`src/rtl/oam_dma_ctrl_if.sv`:
```
// ---------------------------------------------------------------------------
// oam_dma_ctrl_if
// Bundles the CPU-side and memory-side bus of the OAM DMA controller.
//   cpu_read/cpu_write/cpu_address/cpu_wdata : CPU request
//   cpu_rdata/cpu_resp/cpu_stall             : CPU response and stall
//   mem_read/mem_write_n/mem_address/mem_wdata : memory request (write active-low)
//   mem_rdata/mem_resp                       : memory response (rdata combinational)
// Modports: slave = controller side, master = CPU/memory environment side.
// ---------------------------------------------------------------------------
interface oam_dma_ctrl_if;
    logic        cpu_read;
    logic        cpu_write;
    logic [15:0] cpu_address;
    logic [7:0]  cpu_wdata;
    logic [7:0]  cpu_rdata;
    logic        cpu_resp;
    logic        cpu_stall;
    logic        mem_read;
    logic        mem_write_n;
    logic [15:0] mem_address;
    logic [7:0]  mem_wdata;
    logic [7:0]  mem_rdata;
    logic        mem_resp;

    modport slave (
        input  cpu_read, cpu_write, cpu_address, cpu_wdata, mem_rdata, mem_resp,
        output cpu_rdata, cpu_resp, cpu_stall,
        output mem_read, mem_write_n, mem_address, mem_wdata
    );

    modport master (
        output cpu_read, cpu_write, cpu_address, cpu_wdata, mem_rdata, mem_resp,
        input  cpu_rdata, cpu_resp, cpu_stall,
        input  mem_read, mem_write_n, mem_address, mem_wdata
    );
endinterface

```
`src/rtl/oam_dma_ctrl.sv`:
```
// ---------------------------------------------------------------------------
// oam_dma_ctrl
// Shares a single memory port between the CPU and a sprite DMA engine.
// A CPU write to DMA_REG_ADDR stalls the CPU and copies XFER_LEN bytes from
// page {wdata,8'h00} to OAM_DATA_ADDR (read/write pairs). Otherwise the CPU
// bus passes straight through to memory.
// Ports:
//   clk, rst   : clock, asynchronous active-high reset
//   bus        : CPU + memory bus (oam_dma_ctrl_if.slave)
//   dma_active : DMA owns the memory port
//   dma_done   : one-cycle pulse after the last OAM write
// ---------------------------------------------------------------------------
module oam_dma_ctrl #(
    parameter logic [15:0] DMA_REG_ADDR  = 16'h4014,
    parameter logic [15:0] OAM_DATA_ADDR = 16'h2004,
    parameter int unsigned XFER_LEN      = 256
) (
    input  logic          clk,
    input  logic          rst,
    oam_dma_ctrl_if.slave bus,
    output logic          dma_active,
    output logic          dma_done
);
    typedef enum logic [2:0] {
        S_IDLE, S_ALIGN, S_ALIGN2, S_READ, S_WRITE, S_DONE
    } state_t;

    localparam logic [7:0] IDX_LAST = 8'(XFER_LEN - 1);

    state_t     state_q, state_d;
    logic [7:0] page_q, page_d;
    logic [7:0] idx_q, idx_d;
    logic [7:0] byte_q, byte_d;
    logic [7:0] rdata_q, rdata_d;
    logic       parity_q;
    logic       trigger;

    always_ff @(posedge clk or posedge rst) begin
        if (rst) begin
            state_q  <= S_IDLE;
            page_q   <= '0;
            idx_q    <= '0;
            byte_q   <= '0;
            rdata_q  <= '0;
            parity_q <= 1'b0;
        end else begin
            state_q  <= state_d;
            page_q   <= page_d;
            idx_q    <= idx_d;
            byte_q   <= byte_d;
            rdata_q  <= rdata_d;
            parity_q <= ~parity_q;
        end
    end

    assign trigger = bus.cpu_write && (bus.cpu_address == DMA_REG_ADDR);

    always_comb begin
        state_d         = state_q;
        page_d          = page_q;
        idx_d           = idx_q;
        byte_d          = byte_q;
        rdata_d         = rdata_q;
        bus.cpu_rdata   = rdata_q;
        bus.cpu_resp    = 1'b0;
        bus.cpu_stall   = 1'b0;
        bus.mem_read    = 1'b0;
        bus.mem_write_n = 1'b1;
        bus.mem_address = {page_q, idx_q};
        bus.mem_wdata   = byte_q;
        dma_active      = 1'b0;
        dma_done        = 1'b0;

        unique case (state_q)
            S_IDLE: begin
                bus.cpu_rdata   = bus.mem_rdata;
                bus.cpu_resp    = bus.mem_resp;
                bus.mem_address = bus.cpu_address;
                bus.mem_wdata   = bus.cpu_wdata;
                // Keep a copy so cpu_rdata holds steady while stalled.
                rdata_d         = bus.mem_rdata;
                if (trigger) begin
                    // Register write is absorbed; any concurrent read is dropped.
                    page_d       = bus.cpu_wdata;
                    bus.cpu_resp = 1'b1;
                    state_d      = S_ALIGN;
                end else begin
                    bus.mem_read    = bus.cpu_read;
                    bus.mem_write_n = ~bus.cpu_write;
                end
            end
            S_ALIGN: begin
                bus.cpu_stall = 1'b1;
                dma_active    = 1'b1;
                // Odd get/put phase needs one extra idle cycle.
                state_d       = parity_q ? S_ALIGN2 : S_READ;
            end
            S_ALIGN2: begin
                bus.cpu_stall = 1'b1;
                dma_active    = 1'b1;
                state_d       = S_READ;
            end
            S_READ: begin
                bus.cpu_stall = 1'b1;
                dma_active    = 1'b1;
                bus.mem_read  = 1'b1;
                byte_d        = bus.mem_rdata;
                state_d       = S_WRITE;
            end
            S_WRITE: begin
                bus.cpu_stall   = 1'b1;
                dma_active      = 1'b1;
                bus.mem_write_n = 1'b0;
                bus.mem_address = OAM_DATA_ADDR;
                if (idx_q == IDX_LAST) begin
                    idx_d   = '0;
                    state_d = S_DONE;
                end else begin
                    idx_d   = idx_q + 8'd1;
                    state_d = S_READ;
                end
            end
            S_DONE: begin
                bus.cpu_stall = 1'b1;
                dma_done      = 1'b1;
                state_d       = S_IDLE;
            end
            default: state_d = S_IDLE;
        endcase

        // Strobes drop the instant reset rises, even if the CPU is writing.
        if (rst) begin
            bus.mem_write_n = 1'b1;
            bus.mem_read    = 1'b0;
        end
    end
endmodule

```
`src/flat_wrapper.sv`:
```
// flat-port wrapper written by rule: the top's interface ports become plain ports
module oam_dma_ctrl_flat 
#(
    parameter logic [15:0] DMA_REG_ADDR  = 16'h4014,
    parameter logic [15:0] OAM_DATA_ADDR = 16'h2004,
    parameter int unsigned XFER_LEN      = 256
)
  (clk, rst, dma_active, dma_done, bus_cpu_read, bus_cpu_write, bus_cpu_address, bus_cpu_wdata, bus_mem_rdata, bus_mem_resp, bus_cpu_rdata, bus_cpu_resp, bus_cpu_stall, bus_mem_read, bus_mem_write_n, bus_mem_address, bus_mem_wdata);
  oam_dma_ctrl_if bus_i ();
  input  logic clk;
  input  logic rst;
  output logic dma_active;
  output logic dma_done;
  input wire logic [$bits(bus_i.cpu_read)-1:0] bus_cpu_read;
  input wire logic [$bits(bus_i.cpu_write)-1:0] bus_cpu_write;
  input wire logic [$bits(bus_i.cpu_address)-1:0] bus_cpu_address;
  input wire logic [$bits(bus_i.cpu_wdata)-1:0] bus_cpu_wdata;
  input wire logic [$bits(bus_i.mem_rdata)-1:0] bus_mem_rdata;
  input wire logic [$bits(bus_i.mem_resp)-1:0] bus_mem_resp;
  output wire logic [$bits(bus_i.cpu_rdata)-1:0] bus_cpu_rdata;
  output wire logic [$bits(bus_i.cpu_resp)-1:0] bus_cpu_resp;
  output wire logic [$bits(bus_i.cpu_stall)-1:0] bus_cpu_stall;
  output wire logic [$bits(bus_i.mem_read)-1:0] bus_mem_read;
  output wire logic [$bits(bus_i.mem_write_n)-1:0] bus_mem_write_n;
  output wire logic [$bits(bus_i.mem_address)-1:0] bus_mem_address;
  output wire logic [$bits(bus_i.mem_wdata)-1:0] bus_mem_wdata;
  assign bus_i.cpu_read = bus_cpu_read;
  assign bus_i.cpu_write = bus_cpu_write;
  assign bus_i.cpu_address = bus_cpu_address;
  assign bus_i.cpu_wdata = bus_cpu_wdata;
  assign bus_i.mem_rdata = bus_mem_rdata;
  assign bus_i.mem_resp = bus_mem_resp;
  assign bus_cpu_rdata = bus_i.cpu_rdata;
  assign bus_cpu_resp = bus_i.cpu_resp;
  assign bus_cpu_stall = bus_i.cpu_stall;
  assign bus_mem_read = bus_i.mem_read;
  assign bus_mem_write_n = bus_i.mem_write_n;
  assign bus_mem_address = bus_i.mem_address;
  assign bus_mem_wdata = bus_i.mem_wdata;
  oam_dma_ctrl #(.DMA_REG_ADDR(DMA_REG_ADDR), .OAM_DATA_ADDR(OAM_DATA_ADDR), .XFER_LEN(XFER_LEN)) u_core (.clk(clk), .rst(rst), .bus(bus_i), .dma_active(dma_active), .dma_done(dma_done));
endmodule
```
`config.mk`:
```
export PLATFORM = sky130hd
export DESIGN_NAME = oam_dma_ctrl_flat
export DESIGN_NICKNAME = d
export VERILOG_FILES = /design/src/rtl/oam_dma_ctrl_if.sv /design/src/rtl/oam_dma_ctrl.sv /design/src/flat_wrapper.sv
export SDC_FILE = /design/constraint.sdc
export NUM_CORES = 1
export LEC_CHECK = 0
export ABC_AREA = 0
export BUFFER_PORTS_ARGS = -buffer_cell sky130_fd_sc_hd__buf_2
export CAP_MARGIN = 5
export CELL_PAD_IN_SITES_DETAIL_PLACEMENT = 2
export CELL_PAD_IN_SITES_GLOBAL_PLACEMENT = 2
export CORE_MARGIN = 2
export CORE_UTILIZATION = 30
export CTS_BUF_LIST = sky130_fd_sc_hd__clkbuf_16
export DETAILED_ROUTE_END_ITERATION = 12
export HOLD_SLACK_MARGIN = 0.02
export PLACE_DENSITY = 0.82
export SYNTH_ARGS = -nofsm -noshare
export SYNTH_HDL_FRONTEND = slang
export SYNTH_SLANG_ARGS = --single-unit
```
`constraint.sdc`:
```
create_clock -name clk -period 2.3 [get_ports clk]
set_clock_uncertainty 0.05 [all_clocks]
set_input_delay 0.345 -clock clk [delete_from_list [all_inputs] [get_ports clk]]
set_output_delay 0.345 -clock clk [all_outputs]
set_load 0.01 [all_outputs]
```
==> out/results.txt <==
Final Max Tran Viols: 0
post-route cell area: 0.00249 sq mm
PortBufs: 74
Reg-to-Reg Start: u_core.state_q[0]$_DFFE_PP0P_
asr flop ratio synth: 1.00
CTS Hold Bufs: 0
Compound-Gate Fraction of Synth Area: 0.108
slowest stage delay, CP: 0.47 ns
Chip Width: 84.0 um
Clock transition at path regs: 0.06 ns
CP Class: register to primary output
RSZ-0062 raised after global routing: false
site row count: 29
drt first-iter violations: 70
Final Hold Slack: 0.0389 ns
CTS root buf: clkbuf_16
via count: 1597
setup TNS: 0 ns
clock buffer depth: 2
GRT Total Usage: 0.200
Top delay family on crit path: flip-flops
top_reg_cell synth: dfrtp_1
Initial Util: 0.306
number of remaining DRC errors: 0
crit share post-route: 0.965
HP Class: primary input to async pin
PwrDens: 1320 mW/mm^2
clk_lat worst skew: 0.28 ns
vias per std cell: 5.12
Crit path required time: 1.90 ns
Final Setup Violations: 0
Multi-input gate area: 925 sq um
post-synthesis cell type count: 38
CP Data Arrival Time: 1.82 ns
Core ar.: 0.00628 sq mm
Max-Cap Viols: 0
combinational family with the most area after synthesis: multiplexers
Post-Synthesis Cells: 156
Final ANT Viol Nets: 0
Synth Register Bits: 36
CP endpoint kind: primary output
synthesis-to-layout area growth: 30.1%
synthesized cell area: 0.00192 sq mm
reg2reg setup slack: 0.37 ns
yosys warns: 0
Critical path origin: u_core.state_q[0]$_DFFE_PP0P_
wire per inst: 21.5 um
Post-DP HPWL: 4560 um
Syn Nets: 194
Synth Area per Inst: 12.3 sq um
GPL Wtd Cong: 0.748
htree depth: 2
IR drop worst, VDD: 0.783 mV
Post-DP Area: 0.00234 sq mm
EDFF count, synth: 0
buffer and inverter count on the worst path: 2
FMAX: 451 MHz
post-route minimum period: 2.22 ns
LEAKAGE: 1.24 nW
CP startpoint kind: register
fin nets: 272
IO Count: 75
antenna cells: 0
largest net degree at the start of global routing: 29
DIE HEIGHT: 84.0 um
cell depth of the worst setup path: 4
total grt overflow: 0
# clock sinks: 36
first drt pass iteration count: 4
Die ar.: 0.00705 sq mm
Final Power: 3.30 mW
sequential cell area fraction in the yosys report: 0.470
CTS Buf Count: 5
Register Area: 903 sq um
Worst slew margin: 0.657
final wirelength: 6710 um
most common cell after layout, fill and taps aside: buf_2
fraction of synthesized area in multiplexers: 0.209
Synth Area in Adders: 0.00652
final hold vios: 0
CTS tree: done
outcome: finished, final reports clean
layout cells sized above 1: 0.523
crit path max fanout: 18
FF-to-FF path depth: 4
Simple-Gate Fraction of Synth Area: 0.127
r2r endpoint: u_core.page_q[4]$_DFFE_PP0P_
vias in the first global route: 1843
Critical Path, Cell by Cell: or3_1, buf_6, mux2_2, buf_2
Setup crit end: bus_cpu_rdata[0]
Layout fillers: 654
commonest cells after routing, fill and taps aside: buf_2 (74), dfrtp_1 (34), mux2_2 (24)
initial antenna violation count: 0
post-synthesis xor/xnor area fraction: 0.0320
first-pass GRT wire length: 10700 um
Crit-path slowest cell: dfrtp_2
Slew @ Worst Pin: 0.513 ns
==> state kept, by name (all words and copies together), names as in the netlist <==
name / count
u_core.state_q: 3
u_core.rdata_q: 8
u_core.parity_q: 1
u_core.idx_q: 8
u_core.page_q: 8
u_core.byte_q: 8
==> stage by stage <==
stage	util	setup slack (ns)	cells
floorplan	-	0.375	156
global placement	0.374	0.369	303
detailed placement	0.374	0.297	303
CTS	0.396	0.0280	311
global route	0.397	0.0268	312
finish	0.397	0.0810	312
==> kinds of logic (layout without fill, tap and decap cells) <==
| family | Yosys count | in the layout |
|---|---|---|
| buffers and inverters | 12 | 91 |
| xor gates and xnor gates | 7 | 7 |
| AOI/OAI and AO/OA | 27 | 27 |
| muxes | 33 | 33 |
| adders and majority gates | 1 | 1 |
| DFF | 36 | 36 |
| and+or+nand+nor | 40 | 40 |
==> worst min-delay path by stage <==
| stage | startpoint | end | slack [ns] |
|---|---|---|---|
| after floorplan | u_core.parity_q$_DFF_PP0_ | u_core.parity_q$_DFF_PP0_ | 0.35 |
| after global placement | rst | u_core.state_q[0]$_DFFE_PP0P_ | 0.33 |
| after detailed placement | rst | u_core.state_q[0]$_DFFE_PP0P_ | 0.33 |
| after CTS | rst | u_core.idx_q[0]$_DFFE_PP0P_ | 0.04 |
| after global routing | rst | u_core.idx_q[1]$_DFFE_PP0P_ | 0.06 |
| final | rst | u_core.state_q[0]$_DFFE_PP0P_ | 0.04 |
==> where the power goes <==
part	leakage [nW]	internal, mW	switching (mW)
logic	0.715	0.780	0.894
clock network	0.0738	0.390	0.263
registers	0.452	0.834	0.139
total	1.24	2.00	1.30
==> layout make-up <==
type / instances / area share
Multi-Input combinational cell: 108 / 0.371
Sequential cell: 36 / 0.362
Timing Repair Buffer: 81 / 0.171
Clock buffer: 5 / 0.0502
Clock inverter: 3 / 0.00451
Tap cell: 77 / 0.0386
Inverter: 2 / 0.00301
==> cell usage after synthesis, types with 3 or more instances <==
master    n  share of area
xnor2_1   5          0.023
a22o_1   14          0.064
dfrtp_1  36           0.47
nor4b_1   3          0.014
nand3_1   4          0.010
buf_6     3          0.018
buf_2     4          0.010
o21ai_0   5          0.013
mux2_4    8          0.063
nor2_1    6          0.012
and2_1    3         0.0098
nand2_1  11          0.022
mux2_2   24           0.14
==> metal layers <==
metal | part of all wire | track usage
met2 | 0.54 | 0.367
met3 | 0.060 | 0.0584
met4 | 0.0094 | 0.0528
met5 | 0 | 0
met1 | 0.39 | 0.225
==> what timing repair did <==
item	4_1_cts	5_1_grt
setup buffers	0	1
endpoints found under the setup margin	3	2
resized for setup	2	1
(Power assumes the default switching activity.)
